`src/rtl/pipe_stall_ctrl.sv`:
```
// Stall scheduler: merges the ID hazard request with a MUL/DIV occupancy FSM.
// Optional perf counters are built when STALL_PERF_CNT_EN is defined.
module pipe_stall_ctrl #(
  parameter int MUL_CYCLES = 5,
  parameter int DIV_CYCLES = 33
) (
  input  logic        clk,
  input  logic        resetn,
  input  logic        stallreq_id,
  input  logic        flush,
  input  logic        md_start,
  input  logic        md_is_div,
  output logic [5:0]  stall,
  output logic        md_busy,
  output logic        md_done,
  output logic [31:0] stall_cnt_id,
  output logic [31:0] stall_cnt_ex
);

  localparam logic [5:0] MUL_LD = 6'(MUL_CYCLES - 2);
  localparam logic [5:0] DIV_LD = 6'(DIV_CYCLES - 2);

  localparam logic [5:0] STALL_EX = 6'b001111;
  localparam logic [5:0] STALL_ID = 6'b000111;

  typedef enum logic {
    IDLE = 1'b0,
    BUSY = 1'b1
  } state_t;

  state_t     state;
  state_t     state_nx;
  logic [5:0] cnt;
  logic [5:0] cnt_nx;
  logic       req_ex;
  logic       req_id;

  always_ff @(posedge clk or negedge resetn) begin
    if (!resetn) begin
      state <= IDLE;
      cnt   <= '0;
    end else begin
      state <= state_nx;
      cnt   <= cnt_nx;
    end
  end

  always_comb begin
    state_nx = state;
    cnt_nx   = cnt;
    if (flush) begin
      state_nx = IDLE;
      cnt_nx   = '0;
    end else begin
      unique case (state)
        IDLE: begin
          if (md_start) begin
            state_nx = BUSY;
            cnt_nx   = md_is_div ? DIV_LD : MUL_LD;
          end
        end
        BUSY: begin
          if (cnt == '0) state_nx = IDLE;
          else           cnt_nx   = cnt - 6'd1;
        end
        default: state_nx = IDLE;
      endcase
    end
  end

  // Reset gates the combinational requests so every output reads 0 in reset.
  always_comb begin
    req_ex  = 1'b0;
    md_done = 1'b0;
    unique case (state)
      IDLE: req_ex = md_start & ~flush & resetn;
      BUSY: begin
        req_ex  = (cnt != '0) & ~flush;
        md_done = (cnt == '0) & ~flush;
      end
      default: ;
    endcase
  end

  assign req_id  = stallreq_id & resetn & ~req_ex;
  assign md_busy = (state == BUSY);

  always_comb begin
    stall = '0;
    unique case (1'b1)
      req_ex:  stall = STALL_EX;
      req_id:  stall = STALL_ID;
      default: stall = '0;
    endcase
  end

`ifdef STALL_PERF_CNT_EN
  logic [31:0] cnt_id_q;
  logic [31:0] cnt_ex_q;

  always_ff @(posedge clk or negedge resetn) begin
    if (!resetn) begin
      cnt_id_q <= '0;
      cnt_ex_q <= '0;
    end else begin
      if (stall == STALL_ID && cnt_id_q != '1)
        cnt_id_q <= cnt_id_q + 32'd1;
      if (stall == STALL_EX && cnt_ex_q != '1)
        cnt_ex_q <= cnt_ex_q + 32'd1;
    end
  end

  assign stall_cnt_id = cnt_id_q;
  assign stall_cnt_ex = cnt_ex_q;
`else
  assign stall_cnt_id = 32'b0;
  assign stall_cnt_ex = 32'b0;
`endif

endmodule
```
`config.mk`:
```
export PLATFORM = sky130hd
export DESIGN_NAME = pipe_stall_ctrl
export DESIGN_NICKNAME = d
export VERILOG_FILES = /design/src/rtl/pipe_stall_ctrl.sv
export SDC_FILE = /design/constraint.sdc
export NUM_CORES = 1
export LEC_CHECK = 0
export ABC_AREA = 1
export BUFFER_PORTS_ARGS = -buffer_cell sky130_fd_sc_hd__buf_4
export CAP_MARGIN = 20
export CELL_PAD_IN_SITES_DETAIL_PLACEMENT = 1
export CELL_PAD_IN_SITES_GLOBAL_PLACEMENT = 1
export CORE_UTILIZATION = 29
export CTS_BUF_LIST = sky130_fd_sc_hd__clkbuf_4 sky130_fd_sc_hd__clkbuf_8
export CTS_CLUSTER_DIAMETER = 200
export DETAILED_ROUTE_END_ITERATION = 8
export PLACE_DENSITY_LB_ADDON = 0.1
export SLEW_MARGIN = 15
export SYNTH_ARGS = -nofsm -noshare
export SYNTH_HDL_FRONTEND = slang
export SYNTH_SLANG_ARGS = --single-unit
```
`constraint.sdc`:
```
create_clock -name clk -period 2.3 [get_ports clk]
set_clock_uncertainty 0.05 [all_clocks]
set_input_delay 0.115 -clock clk [delete_from_list [all_inputs] [get_ports clk]]
set_output_delay 0.115 -clock clk [all_outputs]
set_load 0.01 [all_outputs]
```
-- Yosys cells after proc, flatten, opt, wreduce, memory -nomap -nowiden
Cells that the tools add are included.
- register bits after elaboration: 7
- logic and storage cells: 29
- output and inout bits: 72
- bits of input ports: 6
- bitwise operators: 9
- add/subtract/negate cells: 1
- reduce and logical (&&, ||, !) cells: 3
- eq/ne operators: 2
- mux-type cells: 12
- operator list (kind ; number):
    $mux 6 ; 3
    $pmux 6 s2 ; 1
    $pmux 4 s2 ; 1
    $and 1x1->1 ; 6
    $logic_not 6->1 ; 1
    $ne 3x3->1 const B ; 2
    $reduce_bool 6->1 ; 1
    $sub 6x1->6 const B ; 1
    $mux 5 ; 1
    $mux 1 ; 4
    $pmux 1 s2 ; 2
    $not 1->1 ; 3
    $reduce_and 2->1 ; 1

-- Logic depth before layout (Yosys ltp)
Gate-level depths: netlist of run 1.
- word-level depth: 7
- depth in mapped cells: 9
- mapped depth without buffers: 9

-- Worst setup path before layout of run 1
Ideal clock, no wire load.
- path type: reg-to-output
- start: register cnt[0]
- end: output port stall[1]
- buffers on the path: 1
- setup slack: 0.607 ns
- cell stages (with the launch flop): 9
- required time: 2.135 ns
- arrival time: 1.528 ns
- cell sequence: dfrtp_1 > inv_1 > ha_1 > nand2_2 > nor2_4 > nand3_1 > nand2_2 > o21ai_0 > buf_4
- word-level cells in the longest chain between the ends: 6
- ends and longest elaborated chain (what ; RTL line ; text):
    from (decl) ; 33 ; logic [5:0] cnt;
    from (signal assigned) ; 44 ; cnt <= cnt_nx;
    $reduce_bool 6->1 * ; 78 ; req_ex = (cnt != '0) & ~flush;
    $and 1x1->1 * ; 78 ;
    $pmux 1 s2 * ; 75 ; unique case (state)
    $not 1->1 ; 85 ; assign req_id = stallreq_id & resetn & ~req_ex;
    $and 1x1->1 ; 85 ;
    $pmux 4 s2 * ; 90 ; unique case (1'b1)
    to (decl) ; 13 ; output logic [5:0] stall,
Every way passes the cells marked *; elsewhere a longest branch is shown, timed or not.

-- Final worst setup path of run 1
- start: register cnt[0]
- end: output port stall[2]
The elaborated chain is that of the path after synthesis.

==> flow_summary.toml, run 1 <==
[drt]
vias = 643
drcViolationCount = 0
drtIter0Drc = 3
final_antenna_net_count = 0
dr_wl_met3_um = 139
avgRoutedWirePerCell_um = 7.65
wl_met1_um = 672
via_per_inst = 3.23
wl_met2_um = 710
dr.pass1.iters = 4
routed_wl_mm = 1.52
routed.top_layer = "met3"

[place]
gp_congestion = 0.728
io_buffer_count = 11
hpwlAfterDp_mm = 1.27
dpl-instance-area_um2 = 883

[global_route]
antenna_found_initial = 0
grt.total_usage_pct = 9.16
grt.overflow.total = 0
grt_max_degree = 10
grt_pass1_vias = 533
grt_pass1_wl_mm = 2.42

[cts]
cts_max_level = 1
clockBufferDepth = 2
post-cts-setup-buffer-count = 0
cts_tree = "yes"
clk_latency_ns = 0.25
cts_num_sinks = 7
cts_root_buffer = "clkbuf_4"
cts-buffers-inserted = 3
clk_pin_slew_ns = 0.06

[timing]
setup-violations-final = 0
clock.fmax_mhz = 523
final_max_slew_viol_count = 0
rsz0062_at_grt = "false"
post-route-min-period_ns = 1.91
fin_tns_setup_ns = 0
period_share_pct = 83.1
hold_violations = 0

[worst_setup_path]
r2r_start = "cnt[0]"
critical-path-slowest-cell = "dfrtp_1"
end_kind = "output port"
rrSetupSlack_ns = 0.83
cp_max_fo = 4
crit_chain = "inv_1 > ha_1 > nand2_2 > nor2_4 > nand3_1 > nand2_2 > o21ai_0 > buf_4"
cp.arrival_ns = 1.75
crit_family = "flip-flops"
timing.rr.end = "cnt[4]"
slowest_delay_ns = 0.38
cp-start-kind = "flip-flop"
cp.required_ns = 2.13
path_class = "flip-flop to output port"
r2r_cells = 7
cp.buffers_inverters = 2
crit_path_frequent_cell = "nand2_2"

[synth]
synth_edf_count = 0
synth_flop_cell = "dfrtp_1"
netlist_area_um2 = 1010
syn_inst = 140
yosysTopAreaCell = "buf_4"
ys_top_cells_by_area = "buf_4, dfrtp_1, nand2_1"
synth.top_cell.area_share_pct = 50.6
synthDistinctLibCells = 20
ys_ff_latch = 7
yosys_warnings = 0
yosysSeqAreaShare_pct = 17.3
ys_async_sr_fraction_pct = 100
synth_area_per_cell_um2 = 7.21

[status]
outcome = "completed"

[finish]
drive_gt1_share_pct = 17.6
final_common_cell = "conb_1"
n_fill_cell = 457
nNetsFinal = 161
utilization_pct = 27.7
area_growth_pct = -8.55
n_antenna_cell = 0
final_cell_area_um2 = 923
final_cell_mix = "conb_1, nand2_1, nor2_1, buf_4"

[die]
core_um2 = 3340
die_area_um2 = 3720
fp.dieH_um = 61.0
floorplan.io_pins = 78
start_util_pct = 30.3
fp-row-count = 21
die_width_um = 61.0

[min_path]
holdPathStages = 4
hp-class = "input port to flip-flop"
hold_start = "md_start"
whs_endpoint = "cnt[5]"

[power]
ir_drop_v = 0.000156
pwr_density_cell_nw_per_um2 = 532
p_leak_uw = 0.000545

[run]
max_cap_viol_count = 0
[synthesized netlist by cell type, types with 2 or more instances]
cell type	count
nand3_1	4
nor2_1	14
inv_1	7
o21ai_1	2
buf_4	68
nand2_1	19
nand2_2	3
o21ai_0	2
nor2_4	2
inv_2	3
dfrtp_1	7
[kinds of logic (layout without fill, tap and decap cells)]
| logic type | count (synthesis) | after routing | synth area share (%) |
|---|---|---|---|
| AO/OA/AOI/OAI | 7 | 7 | 4.96 |
| adder cells (fa/ha/maj) | 1 | 1 | 1.24 |
| buffers and inverters | 78 | 26 | 54.3 |
| flip-flops | 7 | 7 | 17.3 |
| other | 1 | 66 | 0.371 |
| AND/OR/NAND/NOR | 46 | 46 | 21.8 |
[cell type report]
type	instances	area [um^2]	area share (%)
inverters	10	37.5	4.07
repair buffers	12	92.6	10.0
clock buffers	4	30.0	3.25
well taps	46	57.6	6.23
multi-input cells	120	531	57.5
flip-flops and latches	7	175	19.0
[stage by stage]
stage	total power (uW)	setup slack [ns]	instances	hold WS, ns
floorplan	403	0.607	205	-0.231
detailed placement	368	0.661	194	-0.102
global route	542	0.217	199	0.113
CTS	500	0.361	199	0.0914
global placement	367	0.688	194	-0.101
finish	491	0.388	199	0.0931
[repair_timing]
action,4_1_cts,5_1_grt
hold endpoints to repair,7,0
gates resized for setup,0,0
hold buffers,1,0
[tightest hold or removal path: cells and delay by family]
family | cells | cell delay, ns
buffers and inverters | 1 | 0.09
and+or+nand+nor | 2 | 0.09
AOI/OAI and AO/OA | 1 | 0.06
[metal layers]
layer / GRT usage, % / vias to the layer above
met1: 12.0 / 278
met5: 0 / -
met4: 0.974 / 0
met3: 3.84 / 0
li1: - / 320
met2: 14.6 / 45
[where the power goes]
group | internal [uW] | switching [uW]
logic | 62.0 | 140
registers | 140 | 23.4
clock network | 78.1 | 46.9
total | 281 | 210
[state kept, by name, summed over array words and instances, names as in the netlist]
register and flops:
md_busy 1, cnt 6
[worst max-delay path by stage]
stage | from | end | slack (ns) | cells after the start
final | cnt[0] | stall[2] | 0.39 | 8
after global placement | cnt[0] | stall[2] | 0.69 | 8
after detailed placement | cnt[0] | stall[2] | 0.66 | 8
after CTS | cnt[0] | stall[2] | 0.36 | 8
after global routing | cnt[0] | stall[2] | 0.22 | 8
after floorplan | cnt[0] | stall[1] | 0.61 | 8
(Power assumes the default switching activity.)
==> run 2, diff against run 1 <==
--- a/config.mk
+++ b/config.mk
@@ -10,7 +10,7 @@
 export CAP_MARGIN = 20
 export CELL_PAD_IN_SITES_DETAIL_PLACEMENT = 1
 export CELL_PAD_IN_SITES_GLOBAL_PLACEMENT = 1
-export CORE_UTILIZATION = 29
+export CORE_UTILIZATION = 24
 export CTS_BUF_LIST = sky130_fd_sc_hd__clkbuf_4 sky130_fd_sc_hd__clkbuf_8
 export CTS_CLUSTER_DIAMETER = 200
 export DETAILED_ROUTE_END_ITERATION = 8
==> constraint.sdc (replaced) <==
create_clock -name clk -period 1.6 [get_ports clk]
set_clock_uncertainty 0.05 [all_clocks]
set_input_delay 0.08 -clock clk [delete_from_list [all_inputs] [get_ports clk]]
set_output_delay 0.08 -clock clk [all_outputs]
set_load 0.01 [all_outputs]
==> run 2 against run 1 <==
Total power grew 80%. Non-clock buffer count grew 8. Via count grew 7.8%. Routed wire length up 24%. Cell count grew 6.0%. Design area up 12%. Clock power rose by 120%. Global-route usage shrank 0.59 points. Sequential power is 43% higher. Flip-flop and latch count unchanged. Core utilization decreased by 1.9 points. Critical endpoint is now stall[1].
==> flow_summary.toml, run 2 (synthesized netlist as in run 1, its figures left out) <==
[die]
fp-row-count = 23
die_width_um = 66.9
die_area_um2 = 4470
core_um2 = 4030
fp.dieH_um = 66.9
start_util_pct = 25.1
floorplan.io_pins = 78

[cts]
clockBufferDepth = 2
cts_root_buffer = "clkbuf_8"
cts_num_sinks = 7
cts-buffers-inserted = 3
cts_max_level = 1
clk_latency_ns = 0.23
cts_tree = "yes"
clk_pin_slew_ns = 0.05

[drt]
via_per_inst = 3.28
routed_wl_mm = 1.89
drtIter0Drc = 18
vias = 693
drcViolationCount = 0
final_antenna_net_count = 0
dr.pass1.iters = 4
avgRoutedWirePerCell_um = 8.98

[timing]
period_share_pct = 95.5
fin_tns_setup_ns = 0
post-route-min-period_ns = 1.53
hold_violations = 0
final_max_slew_viol_count = 0
setup-violations-final = 0
clock.fmax_mhz = 654
rsz0062_at_grt = "true"
hold_ws_ns = 0.0875
worst_slack_ns = 0.0714

[finish]
final_cell_mix = "conb_1, nand2_1, buf_4, nor2_1, dfrtp_1"
largest_reg_flops = 6
multiInputGateArea_um2 = 559
final_cells = 211
drive_gt1_share_pct = 26.1
n_antenna_cell = 0
area_growth_pct = 2.73
regMostFlops = "cnt"
regArea_um2 = 176
nNetsFinal = 169
final_common_cell = "conb_1"
n_fill_cell = 532

[run]
max_cap_viol_count = 0

[worst_setup_path]
rrSetupSlack_ns = 0.18
r2r_cells = 10
cp-start-kind = "flip-flop"
end_kind = "output port"
cp_max_fo = 3
cp.arrival_ns = 1.40
path_class = "flip-flop to output port"
cp.required_ns = 1.47

[status]
outcome = "completed"

[global_route]
grt.overflow.total = 0
grt.total_usage_pct = 8.57
grt_max_degree = 10
antenna_found_initial = 0
grt_pass1_vias = 582
grt_pass1_wl_mm = 2.78

[place]
dp.cells = 199
io_buffer_count = 11
dp_slack_ns = 0.0900
hpwlAfterDp_mm = 1.49
gp_congestion = 0.748

[power]
power_uw = 886
pwr_density_cell_nw_per_um2 = 854
p_leak_uw = 0.000596
ir_drop_v = 0.000206

[min_path]
holdPathStages = 4
hp-class = "input port to flip-flop"
[run 2: cell types whose count changed in the layout (fill, tap and decap cells not counted), moves of 2 or more]
cell / delta
clkbuf_4: -3
clkbuf_8: +3
buf_4: +8
inv_1: -2
inv_2: +2
[run 2: per-stage QoR]
| stage | instance area [um^2] | utilization, % |
|---|---|---|
| 2_1_floorplan | 1250 | - |
| 3_3_place_gp | 896 | 22.2 |
| 3_5_place_dp | 896 | 22.2 |
| 4_1_cts | 1000 | 24.9 |
| 5_1_grt | 1040 | 25.7 |
| 6_report | 1040 | 25.7 |
[run 2: layout make-up]
| cell class | instances | area share, % |
|---|---|---|
| Multi-Input combinational cell | 120 | 53.9 |
| Sequential cell | 7 | 17.0 |
| Timing Repair Buffer | 20 | 14.7 |
| Tap cell | 50 | 6.03 |
| Clock buffer | 4 | 4.70 |
| Inverter | 10 | 3.62 |
[run 2: final timing paths]
check,from,end
hold / removal,md_start,cnt[5]
hold reg to reg,cnt[3],cnt[3]
max in group asynchronous,resetn,md_busy
setup reg to reg,cnt[0],cnt[0]
setup / recovery,cnt[0],stall[1]
min in group asynchronous,resetn,cnt[4]
[run 2: report_power, final]
part           leakage [uW]  switching, uW  total (uW)  internal [uW]
Clock             0.0000262           83.7         274            190
Sequential        0.0000896           31.9         235            203
Combinational      0.000480            234         377            143
[run 2: critical path, cell delays in order (launching register included)]
cell and delay (ns):
dfrtp_1 0.38, inv_2 0.08, ha_4 0.15, nand2_4 0.05, nor2_4 0.10, nand3_2 0.09
nand2_2 0.10, o21ai_2 0.08, buf_4 0.14
[run 2: what timing repair did]
action,4_1_cts,5_1_grt
hold buffers,1,0
endpoints found under the hold margin,7,0
pin swaps,3,6
gates resized for setup,3,6
setup endpoints to repair,4,6
buffers inserted,5,2
[run 2: metal layers]
layer | global-route usage (%) | vias up | wire length [um]
li1 | - | 334 | -
met1 | 10.5 | 308 | 792
met2 | 14.4 | 49 | 921
met3 | 3.08 | 2 | 172
met4 | 1.60 | 0 | 8
met5 | 0 | - | 0
